[config.mk]
export PLATFORM = sky130hd
export DESIGN_NAME = int_to_ascii_tx
export DESIGN_NICKNAME = d
export VERILOG_FILES = /design/src/rtl/int_to_ascii_tx.sv
export SDC_FILE = /design/constraint.sdc
export NUM_CORES = 1
export LEC_CHECK = 0
export CORE_ASPECT_RATIO = 0.7
export CORE_MARGIN = 3
export CORE_UTILIZATION = 60
export CTS_CLUSTER_DIAMETER = 30
export DETAILED_ROUTE_END_ITERATION = 8
export GPL_TIMING_DRIVEN = 0
export PLACE_DENSITY = 0.93
export SETUP_SLACK_MARGIN = 0.1
export SLEW_MARGIN = 15
export SYNTH_ARGS = -nofsm -noshare
export SYNTH_HDL_FRONTEND = slang
export SYNTH_SLANG_ARGS = --single-unit
[constraint.sdc]
create_clock -name clk -period 5.28 [get_ports clk]
set_input_delay 0.528 -clock clk [delete_from_list [all_inputs] [get_ports clk]]
set_output_delay 0.528 -clock clk [all_outputs]
set_load 0.05 [all_outputs]
[src/rtl/int_to_ascii_tx.sv]
// int_to_ascii_tx: converts one binary integer to its ASCII decimal string
// and streams it MSB digit first, with an optional leading '-'. The binary
// to BCD step is a serial double-dabble (shift-add-3), one bit per cycle.
module int_to_ascii_tx #(
   parameter int DATA_W = 32,
   parameter bit SIGNED = 1'b1,
   parameter int NDIG   = 10
) (
   input  logic              clk,
   input  logic              rst_n,
   input  logic              in_valid,
   output logic              in_ready,
   input  logic [DATA_W-1:0] in_data,
   output logic              out_valid,
   input  logic              out_ready,
   output logic [7:0]        out_char,
   output logic              out_last,
   output logic              busy
);

   localparam int BCD_W = 4 * NDIG;
   localparam int CNT_W = $clog2(DATA_W);
   localparam int IDX_W = $clog2(NDIG);

   typedef enum logic [2:0] {
      ST_IDLE = 3'd0,
      ST_CONV = 3'd1,
      ST_PREP = 3'd2,
      ST_SIGN = 3'd3,
      ST_EMIT = 3'd4
   } state_t;

   // Add 3 to every BCD nibble that is 5 or more (pre-shift correction).
   function automatic logic [BCD_W-1:0] add3_all(input logic [BCD_W-1:0] b);
      logic [BCD_W-1:0] r;
      r = b;
      for (int i = 0; i < NDIG; i++) begin
         if (b[4*i +: 4] >= 4'd5) begin
            r[4*i +: 4] = b[4*i +: 4] + 4'd3;
         end else begin
            r[4*i +: 4] = b[4*i +: 4];
         end
      end
      return r;
   endfunction

   // Position of the most significant nonzero digit; 0 for an all-zero value.
   function automatic logic [IDX_W-1:0] msd_idx(input logic [BCD_W-1:0] b);
      logic [IDX_W-1:0] r;
      r = '0;
      for (int i = 0; i < NDIG; i++) begin
         if (b[4*i +: 4] != 4'd0) begin
            r = IDX_W'(i);
         end else begin
            r = r;
         end
      end
      return r;
   endfunction

   // ASCII character for the BCD digit at position idx.
   function automatic logic [7:0] digit_char(input logic [BCD_W-1:0] b,
                                             input logic [IDX_W-1:0] idx);
      logic [3:0] d;
      d = 4'(b >> (4 * int'(idx)));
      return 8'h30 + {4'h0, d};
   endfunction

   state_t            state_r;
   logic [DATA_W-1:0] mag_r;
   logic [BCD_W-1:0]  bcd_r;
   logic [CNT_W-1:0]  cnt_r;
   logic [IDX_W-1:0]  idx_r;
   logic              neg_r;
   logic              in_ready_r;
   logic              out_valid_r;
   logic [7:0]        out_char_r;
   logic              out_last_r;
   logic              busy_r;

   logic              neg_in_s;
   logic [DATA_W-1:0] mag_in_s;
   logic [BCD_W-1:0]  bcd_adj_s;
   logic [IDX_W-1:0]  msd_s;

   // Sign/magnitude of the incoming value and per-cycle BCD helpers.
   always_comb begin
      neg_in_s  = SIGNED && in_data[DATA_W-1];
      if (neg_in_s) begin
         mag_in_s = ~in_data + {{(DATA_W-1){1'b0}}, 1'b1};
      end else begin
         mag_in_s = in_data;
      end
      bcd_adj_s = add3_all(bcd_r);
      msd_s     = msd_idx(bcd_r);
   end

   // Main FSM: capture, serial conversion, digit search, then streaming.
   always_ff @(posedge clk or negedge rst_n) begin
      if (!rst_n) begin
         state_r     <= ST_IDLE;
         mag_r       <= '0;
         bcd_r       <= '0;
         cnt_r       <= '0;
         idx_r       <= '0;
         neg_r       <= 1'b0;
         in_ready_r  <= 1'b1;
         out_valid_r <= 1'b0;
         out_char_r  <= 8'h00;
         out_last_r  <= 1'b0;
         busy_r      <= 1'b0;
      end else begin
         case (state_r)
            ST_IDLE: begin
               if (in_valid && in_ready_r) begin
                  neg_r      <= neg_in_s;
                  mag_r      <= mag_in_s;
                  bcd_r      <= '0;
                  cnt_r      <= '0;
                  in_ready_r <= 1'b0;
                  busy_r     <= 1'b1;
                  state_r    <= ST_CONV;
               end
            end
            ST_CONV: begin
               bcd_r <= {bcd_adj_s[BCD_W-2:0], mag_r[DATA_W-1]};
               mag_r <= {mag_r[DATA_W-2:0], 1'b0};
               cnt_r <= cnt_r + {{(CNT_W-1){1'b0}}, 1'b1};
               if (cnt_r == CNT_W'(DATA_W - 1)) begin
                  state_r <= ST_PREP;
               end
            end
            ST_PREP: begin
               idx_r       <= msd_s;
               out_valid_r <= 1'b1;
               if (neg_r) begin
                  out_char_r <= 8'h2D;
                  out_last_r <= 1'b0;
                  state_r    <= ST_SIGN;
               end else begin
                  out_char_r <= digit_char(bcd_r, msd_s);
                  out_last_r <= (msd_s == {IDX_W{1'b0}});
                  state_r    <= ST_EMIT;
               end
            end
            ST_SIGN: begin
               if (out_ready) begin
                  out_char_r <= digit_char(bcd_r, idx_r);
                  out_last_r <= (idx_r == {IDX_W{1'b0}});
                  state_r    <= ST_EMIT;
               end
            end
            ST_EMIT: begin
               if (out_ready) begin
                  if (idx_r == {IDX_W{1'b0}}) begin
                     out_valid_r <= 1'b0;
                     out_char_r  <= 8'h00;
                     out_last_r  <= 1'b0;
                     in_ready_r  <= 1'b1;
                     busy_r      <= 1'b0;
                     state_r     <= ST_IDLE;
                  end else begin
                     idx_r      <= idx_r - {{(IDX_W-1){1'b0}}, 1'b1};
                     out_char_r <= digit_char(bcd_r, idx_r - {{(IDX_W-1){1'b0}}, 1'b1});
                     out_last_r <= (idx_r == {{(IDX_W-1){1'b0}}, 1'b1});
                  end
               end
            end
            default: begin
               state_r     <= ST_IDLE;
               in_ready_r  <= 1'b1;
               out_valid_r <= 1'b0;
               out_char_r  <= 8'h00;
               out_last_r  <= 1'b0;
               busy_r      <= 1'b0;
            end
         endcase
      end
   end

   assign in_ready  = in_ready_r;
   assign out_valid = out_valid_r;
   assign out_char  = out_char_r;
   assign out_last  = out_last_r;
   assign busy      = busy_r;

endmodule

==> results by group <==
Run status
  – Status: complete, no violations

Synthesis
  – Adder-Cell Fraction of Synth Area: 4.89%
  – Compound-Gate Fraction of Synth Area: 24.7%
  – Mapped Cells: 776
  – Syn_area_per_cell: 8.90 sq um
  – Synth unique cells: 71
  – Number of synthesized flops with an enable pin: 0
  – Xor and xnor area share after synthesis: 3.80%
  – Proportion of synthesized area in mux cells: approximately 8%
  – Synth warn: 0
  – Sequential cell area fraction in the yosys report: 34.4%
  – Yosys reg bits: 95
  – Largest family of logic cells by synthesized area: compound AO/OA/AOI/OAI gates
  – Synth Area in Simple Gates: between 15 and 20%
  – Most used DFF post-synth: dfrtp_1
  – Synthesized area: a little under 7000 sq um
  – Asr flop ratio synth: 100%

Pwr
  – Peak VDD IR: between 300 and 400 uV
  – PwrDens: between 600 and 700 nW/um^2
  – Lkg Pwr: 3.20 nW
  – Pwr Total: 5.40 mW

STA
  – Fin. Hold Viols: 0
  – Minimum clock period: 3.82 ns
  – Final number of max-transition violations: 0
  – Period utilization: roughly 72%
  – Least-Margin Pin Slew: 0.855 ns
  – Setup_tns: 0 ns
  – Fmax: 262 MHz
  – Clock skew: 0.00871 ns
  – Final setup viols: 0
  – Relative slew slack: between 40% and 50%
  – RSZ-0062 raised after global routing: false

Final layout
  – Most common cell after layout, fill and taps aside: dfrtp_1
  – Net count, final: 895
  – P&R area growth vs syn: 14.8%
  – # diodes: 0
  – Most frequent cells in the layout: 94 x dfrtp_1, 85 x o21ai_0, 64 x a21oi_1, 51 x nor2_1, 48 x nand2_1
  – Share of post-route cells with drive strength above 1: 8.60%
  – Filler Cells Inserted: 857

Clock tree
  – Root buffer cell: clkbuf_16
  – Post_cts resized: 0
  – CTS Buf Count: 9
  – Hold Buf Count CTS: 0
  – CTS max path bufs: 2
  – H-tree Lvls: 3
  – Postcts setup bufs: 0
  – Clk Latency, worst-skew pair: 0.35 ns
  – Clock sinks: 95
  – CTS tree: yes
  – Clock transition at path regs: 0.07 ns

Floorplan
  – Rows: 32
  – Die width: 134 um
  – I/O Pins: 48
  – Core area: 11100 sq um
  – Chip height: around 96 um
  – Starting Density: approximately 62%
  – Die area: between 10000 and 15000 sq um

Setup path
  – CP Data Required Time: 5.46 ns
  – Crit end category: flop
  – Arr. time, crit path: 4.00 ns
  – Crit path max fanout: 10
  – CP Class: reg2reg
  – CP startpoint kind: flop

Global routing
  – Vias in the first global route: 6286
  – GRT overflow: 0
  – Initial antenna violation count: 0
  – Largest net degree at the start of global routing: 70
  – First-pass GRT wire length: 33.2 mm
  – Total Routing Usage GR: roughly 33%

Detailed routing
  – Final ANT Viol Nets: 0
  – Total Wirelength: 20.3 mm
  – DRT Pass-1 Iters: 6
  – Starting DRT DRC Count: 1004
  – DR WL met3: 2.73 mm
  – Met2 wire length: 8.71 mm
  – Top sig layer: met4
  – Vias per std cell: 6.74
  – DRT met1 WL: 8.54 mm
  – Routed len/inst: a little over 20 um
  – # DRC: 0
  – Via count: 6670

Run
  – Max cap viols: 0

Min path
  – Hold crit path type: in2async

Placement
  – Routability cong.: roughly 1.1
  – Port bufs: 43
  – DP Wirelength: 14.5 mm
==> worst paths after layout <==
check,startpoint,end,slack (ns),depth (start not counted)
setup reg to reg,idx_r[0]$_DFFE_PN0P_,out_char[2]$_DFFE_PN0P_,1.46,12
max in group asynchronous,rst_n,in_ready$_DFFE_PN1P_,4.56,2
setup / recovery,idx_r[0]$_DFFE_PN0P_,out_char[2]$_DFFE_PN0P_,1.46,12
hold / removal,rst_n,bcd_r[22]$_DFFE_PN0P_,0.04,1
min in group clk,mag_r[31]$_DFFE_PN0P_,bcd_r[0]$_DFFE_PN0P_,0.49,2
hold reg to reg,mag_r[31]$_DFFE_PN0P_,bcd_r[0]$_DFFE_PN0P_,0.49,2
==> where the power goes <==
group / switching (mW) / internal, mW / total (mW)
Combinational: 1.97 / 1.23 / 3.20
Clock: 0.299 / 0.515 / 0.814
Sequential: 0.343 / 1.04 / 1.38
==> synth_stat cells (4+ instances only) <==
| master | number | area, sq um |
|---|---|---|
| or3_1 | 6 | 37.5 |
| a211oi_1 | 7 | 52.6 |
| a21oi_1 | 64 | 320 |
| a31oi_1 | 6 | 37.5 |
| buf_1 | 7 | 26.3 |
| or3b_2 | 7 | 61.3 |
| buf_4 | 6 | 45.0 |
| nor2_1 | 51 | 191 |
| mux2i_1 | 19 | 190 |
| o21ai_0 | 85 | 425 |
| o31ai_1 | 20 | 150 |
| xor2_1 | 14 | 123 |
| nor2b_1 | 11 | 68.8 |
| and2_1 | 4 | 25.0 |
| mux4_2 | 14 | 315 |
| inv_1 | 28 | 105 |
| ha_1 | 27 | 338 |
| buf_2 | 5 | 25.0 |
| o22ai_1 | 6 | 37.5 |
| a32o_1 | 10 | 100 |
| nand3_1 | 40 | 200 |
| a22o_1 | 15 | 131 |
| clkbuf_1 | 32 | 120 |
| o21ai_1 | 4 | 20.0 |
| nor4_1 | 5 | 31.3 |
| a22oi_1 | 17 | 128 |
| nand2b_1 | 16 | 100 |
| nand2_1 | 48 | 180 |
| xnor2_1 | 16 | 140 |
| nor3b_1 | 17 | 128 |
| dfrtp_1 | 94 | 2350 |
| nor3_1 | 14 | 70.1 |
==> critical path: stages, from the launching register on <==
cell      delay, ns
dfrtp_1        0.35
buf_2          0.33
buf_2          0.37
buf_2          0.37
inv_1          0.08
ha_1           0.28
buf_1          0.52
mux4_2         0.46
mux2i_1        0.15
o22ai_1        0.09
a22o_1         0.22
a311oi_1       0.24
o21ai_0        0.17
==> area by class of cell <==
type / count / area, sq um / share of cell area (%)
inverter: 29 / 109 / 1.37
timing repair buffer: 44 / 459 / 5.79
clock inverter: 6 / 138 / 1.74
sequential: 95 / 2380 / 30.0
multi-input combinational: 596 / 4130 / 52.1
tap: 153 / 191 / 2.41
clock buffer: 10 / 229 / 2.89
buffer: 57 / 297 / 3.74
==> routing by layer <==
metal / global-route usage [%] / up-vias
met4: 8.56 / 0
met5: 0 / -
li1: - / 2996
met1: 47.7 / 3211
met3: 11.3 / 41
met2: 46.7 / 422
==> sequential cells by signal, indices dropped and copies added, names as in the netlist <==
register / flops
out_valid: 1
neg_r: 1
bcd_r: 40
busy: 1
mag_r: 32
cnt_r: 5
idx_r: 4
state_r: 3
in_ready: 1
out_last: 1
out_char: 6
==> cell families after synthesis <==
logic type	Yosys count
adder cells (fa/ha/maj)	27
AND/OR/NAND/NOR	235
AO/OA/AOI/OAI	266
buffers and inverters	86
flip-flops	95
other	1
multiplexers	36
XOR/XNOR	30
==> stage by stage <==
stage,setup WS (ns),utilization [%],area [sq um],hold WS [ns],instances
after CTS,1.54,71.2,7930,0.0466,990
after floorplan,2.34,-,6910,0.232,777
after detailed placement,1.61,67.9,7560,0.418,974
after global routing,1.30,71.2,7930,0.0564,990
after global placement,0.106,67.7,7530,0.449,973
final,1.46,71.2,7930,0.0396,990
Note: power is estimated with default switching activity, not from simulation.
